**config.mk**
```make
export PLATFORM = sky130hd
export DESIGN_NAME = wb_port_arbiter
export DESIGN_NICKNAME = d
export VERILOG_FILES = /design/src/rtl/wb_port_arbiter.sv
export SDC_FILE = /design/constraint.sdc
export NUM_CORES = 1
export LEC_CHECK = 0
export ABC_AREA = 0
export CELL_PAD_IN_SITES_DETAIL_PLACEMENT = 1
export CELL_PAD_IN_SITES_GLOBAL_PLACEMENT = 1
export CORE_MARGIN = 2
export CORE_UTILIZATION = 37
export CTS_BUF_LIST = sky130_fd_sc_hd__clkbuf_16
export CTS_CLUSTER_DIAMETER = 200
export DETAILED_ROUTE_END_ITERATION = 12
export PLACE_DENSITY_LB_ADDON = 0.1
export SLEW_MARGIN = 25
export SYNTH_ARGS = -nofsm -noshare
export SYNTH_HDL_FRONTEND = slang
export SYNTH_SLANG_ARGS = --single-unit
```
**constraint.sdc**
```tcl
create_clock -name clk -period 2.9 [get_ports clk]
set_input_delay 0.58 -clock clk [delete_from_list [all_inputs] [get_ports clk]]
set_output_delay 0.58 -clock clk [all_outputs]
set_load 0.02 [all_outputs]
```
**src/rtl/wb_port_arbiter.sv**
```systemverilog
// wb_port_arbiter: shares the register-file write port between the pipeline
// writeback stage and a coprocessor. Pipeline writes have priority. Coprocessor
// results wait in a small FIFO and drain in idle writeback slots, or in a forced
// one-cycle pipeline stall once the FIFO has been blocked for STARVE_MAX cycles.
//
// Ports:
//   clk, rst                 clock, synchronous active-high reset
//   pipe_regwrite/memtoreg   MEM/WB write enable and data select
//   pipe_rd                  MEM/WB destination register
//   pipe_read_data/result    load data / ALU result
//   cop_valid/rd/data        coprocessor result (pushed when cop_ready)
//   cop_ready                FIFO has space (from registered count)
//   stall_pipe               freeze IF..MEM/WB this cycle (forced drain)
//   rf_we/rf_waddr/rf_wdata  registered register-file write port
module wb_port_arbiter #(
  parameter int unsigned DEPTH      = 2,
  parameter int unsigned STARVE_MAX = 4
) (
  input  logic        clk,
  input  logic        rst,
  input  logic        pipe_regwrite,
  input  logic        pipe_memtoreg,
  input  logic [4:0]  pipe_rd,
  input  logic [31:0] pipe_read_data,
  input  logic [31:0] pipe_result,
  input  logic        cop_valid,
  input  logic [4:0]  cop_rd,
  input  logic [31:0] cop_data,
  output logic        cop_ready,
  output logic        stall_pipe,
  output logic        rf_we,
  output logic [4:0]  rf_waddr,
  output logic [31:0] rf_wdata
);

  localparam int unsigned PTR_W = $clog2(DEPTH);
  localparam int unsigned CNT_W = PTR_W + 1;
  localparam int unsigned STV_W = $clog2(STARVE_MAX + 1);

  localparam logic [0:0] ST_PIPE  = 1'b0;
  localparam logic [0:0] ST_FORCE = 1'b1;

  logic [0:0]       state;
  logic [0:0]       state_nxt;
  logic [PTR_W-1:0] wr_ptr;
  logic [PTR_W-1:0] rd_ptr;
  logic [CNT_W-1:0] count;
  logic [STV_W-1:0] starve;
  logic [STV_W-1:0] starve_nxt;
  logic [DEPTH-1:0] ent_vld;
  logic [4:0]       ent_rd   [DEPTH];
  logic [31:0]      ent_data [DEPTH];

  logic             pipe_req;
  logic [31:0]      pipe_wdata;
  logic             fifo_empty;
  logic             push;
  logic             pop;
  logic             pipe_wr;
  logic [DEPTH-1:0] squash;
  logic             we_nxt;
  logic [4:0]       waddr_nxt;
  logic [31:0]      wdata_nxt;

  assign pipe_req   = pipe_regwrite & (pipe_rd != 5'd0);
  assign pipe_wdata = pipe_memtoreg ? pipe_read_data : pipe_result;
  assign fifo_empty = (count == CNT_W'(0));
  // Depends only on registered count: a same-cycle pop never frees a slot early.
  assign cop_ready  = (count != CNT_W'(DEPTH));
  assign stall_pipe = (state == ST_FORCE);
  assign push       = cop_valid & cop_ready;

  // State register
  always_ff @(posedge clk) begin
    if (rst) state <= ST_PIPE;
    else     state <= state_nxt;
  end

  // Next-state, port selection and starvation accounting
  always_comb begin
    state_nxt  = state;
    starve_nxt = starve;
    pop        = 1'b0;
    pipe_wr    = 1'b0;
    we_nxt     = 1'b0;
    waddr_nxt  = 5'd0;
    wdata_nxt  = 32'd0;
    case (state)
      ST_FORCE: begin
        pop        = !fifo_empty;
        starve_nxt = STV_W'(0);
        state_nxt  = ST_PIPE;
      end
      default: begin
        if (pipe_req) begin
          pipe_wr   = 1'b1;
          we_nxt    = 1'b1;
          waddr_nxt = pipe_rd;
          wdata_nxt = pipe_wdata;
          if (fifo_empty) begin
            starve_nxt = STV_W'(0);
          end else if (starve == STV_W'(STARVE_MAX - 1)) begin
            starve_nxt = STV_W'(STARVE_MAX);
            state_nxt  = ST_FORCE;
          end else begin
            starve_nxt = starve + STV_W'(1);
          end
        end else begin
          pop        = !fifo_empty;
          starve_nxt = STV_W'(0);
        end
      end
    endcase
    // Squashed or rd=0 heads are popped silently.
    if (pop && ent_vld[rd_ptr] && (ent_rd[rd_ptr] != 5'd0)) begin
      we_nxt    = 1'b1;
      waddr_nxt = ent_rd[rd_ptr];
      wdata_nxt = ent_data[rd_ptr];
    end
  end

  // A pipeline write is younger than every queued entry to the same rd.
  always_comb begin
    squash = '0;
    for (int unsigned i = 0; i < DEPTH; i++) begin
      squash[i] = pipe_wr && (ent_rd[i] == pipe_rd);
    end
  end

  // FIFO control and starve counter
  always_ff @(posedge clk) begin
    if (rst) begin
      wr_ptr  <= PTR_W'(0);
      rd_ptr  <= PTR_W'(0);
      count   <= CNT_W'(0);
      starve  <= STV_W'(0);
      ent_vld <= '0;
    end else begin
      starve <= starve_nxt;
      count  <= count + CNT_W'(push) - CNT_W'(pop);
      if (pop) rd_ptr <= rd_ptr + PTR_W'(1);
      // Squash first; a push only lands in a free slot and overrides it.
      ent_vld <= ent_vld & ~squash;
      if (push) begin
        wr_ptr          <= wr_ptr + PTR_W'(1);
        ent_vld[wr_ptr] <= (cop_rd != 5'd0);
      end
    end
  end

  // FIFO payload storage
  always_ff @(posedge clk) begin
    if (push) begin
      ent_rd[wr_ptr]   <= cop_rd;
      ent_data[wr_ptr] <= cop_data;
    end
  end

  // Registered write port
  always_ff @(posedge clk) begin
    if (rst) begin
      rf_we    <= 1'b0;
      rf_waddr <= 5'd0;
      rf_wdata <= 32'd0;
    end else begin
      rf_we    <= we_nxt;
      rf_waddr <= waddr_nxt;
      rf_wdata <= wdata_nxt;
    end
  end

endmodule

```
* Yosys cells after proc, flatten, opt, wreduce, memory -nomap -nowiden
Memory sizes are Yosys's and may differ from the RTL's. A register that Yosys moved wholly into a read port is not among the register bits.
Cells that the tools add are included.
** Word-level totals
- Register bits after elaboration :: 48
- Bits in writable memories :: 74
- Output and inout bits :: 40
- Word-level logic and storage cells :: 67
- Memories kept :: 2
** Memories
- ent_data :: words 2, width 32, read ports 1, clocked after Yosys merged registers in 1, wr ports 1, line 52 : logic [31:0] ent_data [DEPTH];
- ent_rd :: words 2, width 5, read ports 3, clocked after Yosys merged registers in 1, wr ports 1, line 51 : logic [4:0] ent_rd [DEPTH];
** Operators by class
- Add/sub/neg operators :: 5
- $lt $le $gt $ge :: 3
- Eq/ne operators :: 4
- Muxes and demuxes :: 26
- Bitwise logic cells :: 5
- Reduce and logical (&&, ||, !) cells :: 12
** Operators with widths (number)
- $mux 32 :: 4
- $mux 1 :: 15
- $mux 5 :: 3
- $reduce_bool 5->1 :: 3
- $eq 5x5->1 :: 2
- $logic_and 1x1->1 :: 5
- $reduce_or 5->1 :: 1
- $lt 1x2->1 const B :: 2
- $reduce_or 4->1 :: 1
- $add 3x1->3 const B :: 1
- $eq 3x2->1 const B :: 1
- $mux 3 :: 1
- $add 1x1->1 const B :: 2
- $add 2x1->2 :: 1
- $and 1x1->1 :: 2
- $and 2x2->2 :: 1
- $bwmux 2 :: 1
- $logic_not 2->1 :: 1
- $mux 2 :: 1
- $ne 2x2->1 const B :: 1
- $not 2->2 :: 1
- $sub 2x1->2 :: 1
- $demux 1 s1 :: 1
- $ge 1x1->1 const B :: 1
- 2 further kinds :: 2

* Logic depth before layout (Yosys ltp)
Gate-level depths: netlist (run 1).
- Depth after elaboration :: 9
- Depth in mapped cells :: 8
- Gate-level depth less buffers :: 8

* Least setup slack after synthesis (run 1)
No wires, ideal clock.
- Kind :: register to register
- Start point :: reg count[0]
- End point :: reg ent_vld[0]
- Setup time :: 0.211 ns
- Arrival time :: 2.638 ns
- Data required time :: 2.689 ns
- Setup slack :: 0.051 ns
- Stages on the path, launching flop included :: 5
- Cell sequence :: dfxtp_1 > nand2b_1 > nand2_1 > nor2_1 > o21ai_0
** On the way
- Cells in the longest elaborated chain, start to end :: 3
** RTL lines
- from (decl) :: line 47 : logic [CNT_W-1:0] count;
- from (signal assigned) :: line 140 : count <= count + CNT_W'(push) - CNT_W'(pop);
- $ne 2x2->1 :: line 69 : assign cop_ready = (count != CNT_W'(DEPTH));
- via cop_ready :: line 29 : output logic cop_ready,
- $and 1x1->1 :: line 71 : assign push = cop_valid & cop_ready;
- $mux 2 :: line 144 : if (push) begin
- to (signal assigned) :: line 143 : ent_vld <= ent_vld & ~squash;
- to (signal, indexed assignment) :: line 146 : ent_vld[wr_ptr] <= (cop_rd != 5'd0);
- to (decl) :: line 50 : logic [DEPTH-1:0] ent_vld;
The timed path passes the listed nets, and every way through them passes these cells.
A chain may end at the register's enable or synchronous reset.

==> flow_metrics.py, run 1 <==
metrics = {
    "clocking": {
        "cts.repair.resized": 0,
        "cts_tree": "yes",
        "clk-insertion-delay-late_ns": 0.41,
        "holdBufCountCts": 0,
        "clock_path_buffers": 2,
        "post-cts-setup-buffers": 0,
        "cts.reportedPaths.clkPinSlew_ns": 0.06,
        "cts-root-buf": "clkbuf_16",
        "cts_made_buffers": 17,
        "cts_htree_levels": 4,
        "cts_sinks": 123,
    },
    "placement": {
        "dpl.hpwl_um": 8153,
        "dpl.cell_count": 638,
        "portBuffers": 150,
        "dpl_cell_area_um2": 6495,
        "routabilityCongestion": 0.8635,
    },
    "grt": {
        "grt_max_degree": 34,
        "grt-ovfl-total": 0,
        "grt_pass1_vias": 3725,
        "grt_usage_pct": 17.82,
        "grt_pass1_wl_um": 18810,
        "antenna_found_initial": 0,
    },
    "die": {
        "dieArea_um2": 13760,
        "start_util_pct": 37.79,
        "num_rows": 41,
        "die_x_um": 117.3,
        "ios": 151,
        "core_area_um2": 12570,
        "dieHeight_um": 117.3,
    },
    "setup_path": {
        "cp_num_cells": 4,
        "crit_chain": "buf_4, mux2i_1, a21o_4, o22ai_1",
        "crit_family": "compound AO/OA/AOI/OAI gates",
        "critPathSlowestCell": "dfxtp_2",
        "crit_path_end_kind": "flip-flop",
        "startpoint_type": "flip-flop",
        "regToRegSetupSlack_ns": 0.58,
        "arrival_ns": 2.59,
        "timing.rr.end": "rf_wdata[16]",
        "required_ns": 3.17,
        "path_class": "flip-flop to flip-flop",
        "critPathBufInv": 1,
        "r2r_cells": 4,
        "cp_max_fo": 33,
        "critPathMaxStageDelay_ns": 0.63,
    },
    "final_layout": {
        "stdcell_count": 670,
        "antenna_cells": 0,
        "final_common_cell": "clkdlybuf4s50_1",
        "design_area_um2": 7094,
        "final_nets": 599,
        "drive_gt1_share_pct": 12.65,
        "mostFrequentLayoutCells": "clkdlybuf4s50_1 (149), edfxtp_1 (74), mux2i_1 (71)",
        "area_delta_synth_final_pct": 49.37,
        "fin_util_pct": 56.45,
    },
    "power": {
        "ir_drop_v": 0.0003155,
        "power.switching_uw": 1320,
        "powerDensity_nw_per_um2": 731.1,
        "power_frac_seq_pct": 42.3,
        "switching_share_pct": 25.44,
        "p_leak_uw": 0.002556,
        "power_frac_clock_pct": 40.9,
        "power_uw": 5187,
        "intPower_uw": 3867,
        "combPwrFrac_pct": 16.8,
    },
    "logic_synthesis": {
        "ys.flop_type": "edfxtp_1",
        "syn-cell-area_um2": 4750,
        "synth_edf_count": 74,
        "synth-async-reset-ratio_pct": 0,
        "yosysWarningCount": 0,
        "yosysSeqAreaShare_pct": 67.44,
        "synth_nets": 433,
        "synth_cell_types": 36,
        "avgSynthCellArea_um2": 14.89,
        "syn_inst": 319,
        "synth_seq_cells": 123,
    },
    "route": {
        "ant_nets": 0,
        "via_count": 3243,
        "drt_iter0_drc": 108,
        "detail_route.vias_per_cell": 4.840,
        "route.detailed.drc": 0,
        "dr.pass1.iters": 4,
        "wl_per_cell_um": 17.67,
        "wl_um": 11840,
    },
    "sta": {
        "rsz0062_at_grt": "no",
        "period_minus_slack_ns": 2.324,
        "fmax_ghz": 0.4303,
        "maxSlewHeadroom_pct": 53.48,
        "fin_setup_tns_ns": 0,
        "finalSetupViolations": 0,
        "min_period_over_period_pct": 80.14,
        "tightest_slew_ns": 0.6978,
        "final_max_slew_viol_count": 0,
        "hold_violations": 0,
        "skew_ns": 0.01194,
    },
    "status": {
        "status": "completed",
    },
    "min_path": {
        "min_path_type": "flip-flop to flip-flop",
        "whs_endpoint": "starve[0]",
        "min_path_cells": 1,
        "hold_start": "starve[0]",
    },
    "run": {
        "cap_violations": 0,
    },
}
## per-layer routing
metal / track usage (%) / vias up / part of all wire, %
li1: - / 1552 / -
met1: 19.42 / 1562 / 40
met2: 31.36 / 112 / 52
met3: 6.323 / 17 / 6.5
met4: 7.530 / 0 / 1.5
met5: 0 / - / 0
## layout make-up
| class | count | area (um^2) |
|---|---|---|
| Clock inverter | 15 | 173.9 |
| Multi-Input combinational cell | 179 | 1469 |
| Fill cell | 1230 | 5474 |
| Tap cell | 172 | 215.2 |
| Sequential cell | 123 | 3204 |
| Inverter | 2 | 7.507 |
| Timing Repair Buffer | 162 | 1599 |
| Clock buffer | 17 | 425.4 |
## cells by family (layout without fill, tap and decap cells)
kind of cell             after synthesis  after routing  share of synthesized area (%)
flip-flops                           123            123                          67.44
multiplexers                          72             72                          15.20
AO/OA/AOI/OAI                         47             47                          7.350
AND/OR/NAND/NOR                       46             46                          5.348
buffers and inverters                 17            196                          1.844
XOR/XNOR                              11             11                          2.028
adder cells (fa/ha/maj)                3              3                         0.7904
## synth_stat cells, drive strengths merged, types with 2 or more instances
| library cell | instances | share of area [%] |
|---|---|---|
| ha | 3 | 0.79 |
| or4 | 2 | 0.40 |
| nor4b | 2 | 0.37 |
| o21ai | 7 | 0.74 |
| buf | 4 | 0.82 |
| nor3 | 5 | 0.76 |
| a21oi | 5 | 0.61 |
| xor2 | 7 | 1.3 |
| mux2i | 71 | 15 |
| nor2 | 10 | 0.79 |
| edfxtp | 74 | 47 |
| nor2b | 2 | 0.26 |
| nand2b | 2 | 0.26 |
| clkbuf | 11 | 0.87 |
| nand4 | 2 | 0.26 |
| inv | 2 | 0.16 |
| dfxtp | 49 | 21 |
| o22ai | 33 | 5.5 |
| nand2 | 13 | 1.0 |
| xnor2 | 4 | 0.74 |
## power groups by stage
stage	Combinational, uW	Clock (uW)	Sequential, uW
after floorplan	449	0	2230
after global placement	856	0	2220
after detailed placement	878	0	2230
after CTS	889	2160	2200
after global routing	946	2230	2220
final	870	2120	2200
## stage by stage
step	hold WS (ns)	worst slack [ns]
after detailed placement	0.4278	0.1853
after global routing	0.4781	0.4002
final	0.4333	0.5759
after CTS	0.4358	0.5188
after global placement	0.4176	0.2548
after floorplan	0.4080	0.05101
## state kept, by name (all words and copies together) (netlist names), named ones only
signal and flops:
stall_pipe 1, rd_ptr 1, starve 3, rf_we 1
ent_rd 10, count 2, ent_vld 2, rf_wdata 32
ent_data 64, wr_ptr 1, rf_waddr 5
## worst max path at each step
stage / startpoint / endpoint / slack [ns]
2_1_floorplan: count[0] / ent_vld[0] / 0.05
3_3_place_gp: pipe_rd[3] / rf_wdata[25] / 0.25
3_5_place_dp: pipe_rd[3] / rf_wdata[25] / 0.19
4_1_cts: flip-flop / rf_wdata[16] / 0.52
5_1_grt: flip-flop / rf_wdata[16] / 0.40
6_report: flip-flop / rf_wdata[16] / 0.58
No activity file was read; power rests on OpenSTA's default activity.
==> inputs of run 2 (changes only) <==
--- a/config.mk
+++ b/config.mk
@@ -9,7 +9,7 @@
 export CELL_PAD_IN_SITES_DETAIL_PLACEMENT = 1
 export CELL_PAD_IN_SITES_GLOBAL_PLACEMENT = 1
 export CORE_MARGIN = 2
-export CORE_UTILIZATION = 37
+export CORE_UTILIZATION = 33
 export CTS_BUF_LIST = sky130_fd_sc_hd__clkbuf_16
 export CTS_CLUSTER_DIAMETER = 200
 export DETAILED_ROUTE_END_ITERATION = 12
==> constraint.sdc (replaced) <==
create_clock -name clk -period 2 [get_ports clk]
set_input_delay 0.4 -clock clk [delete_from_list [all_inputs] [get_ports clk]]
set_output_delay 0.4 -clock clk [all_outputs]
set_load 0.02 [all_outputs]
==> run 2 against run 1 <==
Count of clock-buffer cells in the layout unchanged. Cell area grew 3.6%. Routed wire length increased by 7.0%. Non-clock buffer count rose by 17. Core utilization is 3.9 points lower. Critical endpoint is now rf_wdata[4]. Die area is 12% higher. Sequential share of layout area down 1.6 points. First-iteration DRC count up 31%. Worst setup slack lost 0.51 ns.
==> flow_metrics.py, run 2 (same netlist as run 1, synthesis figures left out) <==
metrics = {
    "die": {
        "num_rows": 43,
        "ios": 151,
        "core_area_um2": 13990,
        "die_x_um": 124.0,
        "dieHeight_um": 124.0,
        "start_util_pct": 33.95,
        "dieArea_um2": 15370,
    },
    "sta": {
        "finalSetupViolations": 0,
        "period_minus_slack_ns": 1.936,
        "tightest_slew_ns": 0.7018,
        "hold_violations": 0,
        "min_period_over_period_pct": 96.81,
        "rsz0062_at_grt": "no",
        "setup_ws_ns": 0.06386,
        "maxSlewHeadroom_pct": 51.87,
        "skew_ns": 0.007677,
        "final_max_slew_viol_count": 0,
        "fin_setup_tns_ns": 0,
        "fmax_ghz": 0.5165,
    },
    "setup_path": {
        "path_class": "primary input to flip-flop",
        "startpoint_type": "primary input",
        "cp_max_fo": 9,
        "required_ns": 2.34,
        "crit_path_end_kind": "flip-flop",
        "critPathSlowestCell": "or4_4",
        "crit_chain": "clkdlybuf4s50_1, nor3_4, a21oi_2, or4_4, a21o_4, buf_12, o22ai_2",
        "critPathBufInv": 2,
        "critPathMaxStageDelay_ns": 0.58,
        "arrival_ns": 2.28,
        "crit_family": "simple AND/OR/NAND/NOR gates",
    },
    "placement": {
        "portBuffers": 150,
        "dpl.hpwl_um": 8470,
        "dpl_cell_area_um2": 6693,
        "dpl.cell_count": 661,
        "preCtsSetupSlack_ns": -0.4860,
        "routabilityCongestion": 0.7938,
    },
    "power": {
        "combPwrFrac_pct": 18.8,
        "p_leak_uw": 0.002707,
        "intPower_uw": 5641,
        "switching_share_pct": 24.93,
        "powerDensity_nw_per_um2": 1022,
        "power_uw": 7514,
        "power.switching_uw": 1874,
        "power_frac_clock_pct": 39.3,
        "ir_drop_v": 0.0006328,
        "power_frac_seq_pct": 41.9,
    },
    "min_path": {
        "min_path_type": "flip-flop to flip-flop",
    },
    "clocking": {
        "cts_made_buffers": 17,
        "cts-root-buf": "clkbuf_16",
        "cts.reportedPaths.clkPinSlew_ns": 0.05,
        "cts_htree_levels": 4,
        "cts_tree": "yes",
        "cts_sinks": 123,
        "clock_path_buffers": 2,
        "clk-insertion-delay-late_ns": 0.42,
    },
    "route": {
        "top_layer_used": "met4",
        "ant_nets": 0,
        "detail_route.vias_per_cell": 4.818,
        "wl_per_cell_um": 18.17,
        "route.detailed.drc": 0,
        "m1WireLength_um": 5135,
        "dr.pass1.iters": 4,
        "drt_iter0_drc": 142,
        "via_count": 3358,
        "met3_length_um": 881,
        "route.met2.wl_um": 6448,
        "wl_um": 12660,
    },
    "final_layout": {
        "final_nets": 618,
        "area_delta_synth_final_pct": 54.79,
        "reg_top3": "ent_data (64), rf_wdata (32), ent_rd (10)",
        "largest_reg_flops": 64,
        "drive_gt1_share_pct": 14.89,
        "antenna_cells": 0,
        "design_area_um2": 7352,
        "stdcell_count": 697,
        "largest-register": "ent_data",
        "final_common_cell": "clkdlybuf4s50_1",
        "mostFrequentLayoutCells": "clkdlybuf4s50_1 (146), edfxtp_1 (74), mux2i_1 (70)",
    },
    "grt": {
        "grt_usage_pct": 17.04,
        "grt_pass1_wl_um": 18690,
        "antenna_found_initial": 0,
        "grt-ovfl-total": 0,
        "grt_max_degree": 33,
        "grt_pass1_vias": 3625,
    },
    "status": {
        "status": "completed",
    },
    "run": {
        "cap_violations": 0,
    },
}
[run 2: changes by cell type in the layout (fill, tap and decap cells not counted), moves of 3 or more]
cell / change
clkinv_1: +4
buf_4: +9
clkdlybuf4s50_1: -3
inv_1: +3
buf_12: +8
clkinvlp_4: -3
[run 2: through the flow]
stage | util [%] | hold slack [ns]
global placement | 47.84 | 0.4173
global route | 52.56 | 0.4888
detailed placement | 47.84 | 0.4477
finish | 52.56 | 0.4509
CTS | 52.10 | 0.4557
floorplan | - | 0.4080
[run 2: timing repair]
| action | 4_1_cts | 5_1_grt |
|---|---|---|
| endpoints found under the setup margin | 34 | 8 |
| buffers inserted | 0 | 2 |
| pin swaps | 1 | 1 |
| gates cloned | 1 | 1 |
| hold buffers | 0 | 0 |
| gates resized for setup | 4 | 4 |
[run 2: path summary, 6_finish.rpt]
kind                              startpoint  slack [ns]  cells after the start           to
worst max-delay path              pipe_rd[4]        0.06                      7  rf_wdata[4]
worst min register to register     starve[0]        0.45                      1    starve[0]
worst min-delay path               starve[0]        0.45                      1    starve[0]
worst max register to register  ent_rd[1][0]        0.10                      5  rf_wdata[8]
[run 2: final cells by class]
type | count | area [um^2]
inverter | 2 | 7.507
clock buffer | 17 | 425.4
sequential | 123 | 3204
clock inverter | 15 | 142.6
multi-input combinational | 181 | 1516
tap | 180 | 225.2
timing repair buffer | 179 | 1831
fill | 1415 | 6636
[run 2: power by group through the flow]
stage | clock [uW] | sequential [uW] | combinational (uW)
2_1_floorplan | 0 | 3240 | 655
3_3_place_gp | 0 | 3180 | 1370
3_5_place_dp | 0 | 3200 | 1390
5_1_grt | 3130 | 3180 | 1530
6_report | 2950 | 3150 | 1410
4_1_cts | 3040 | 3150 | 1420
[run 2: routing by layer]
layer | up-vias | global-route usage (%)
li1 | 1600 | -
met1 | 1636 | 19.31
met2 | 105 | 28.50
met3 | 17 | 6.410
met4 | 0 | 7.935
met5 | - | 0
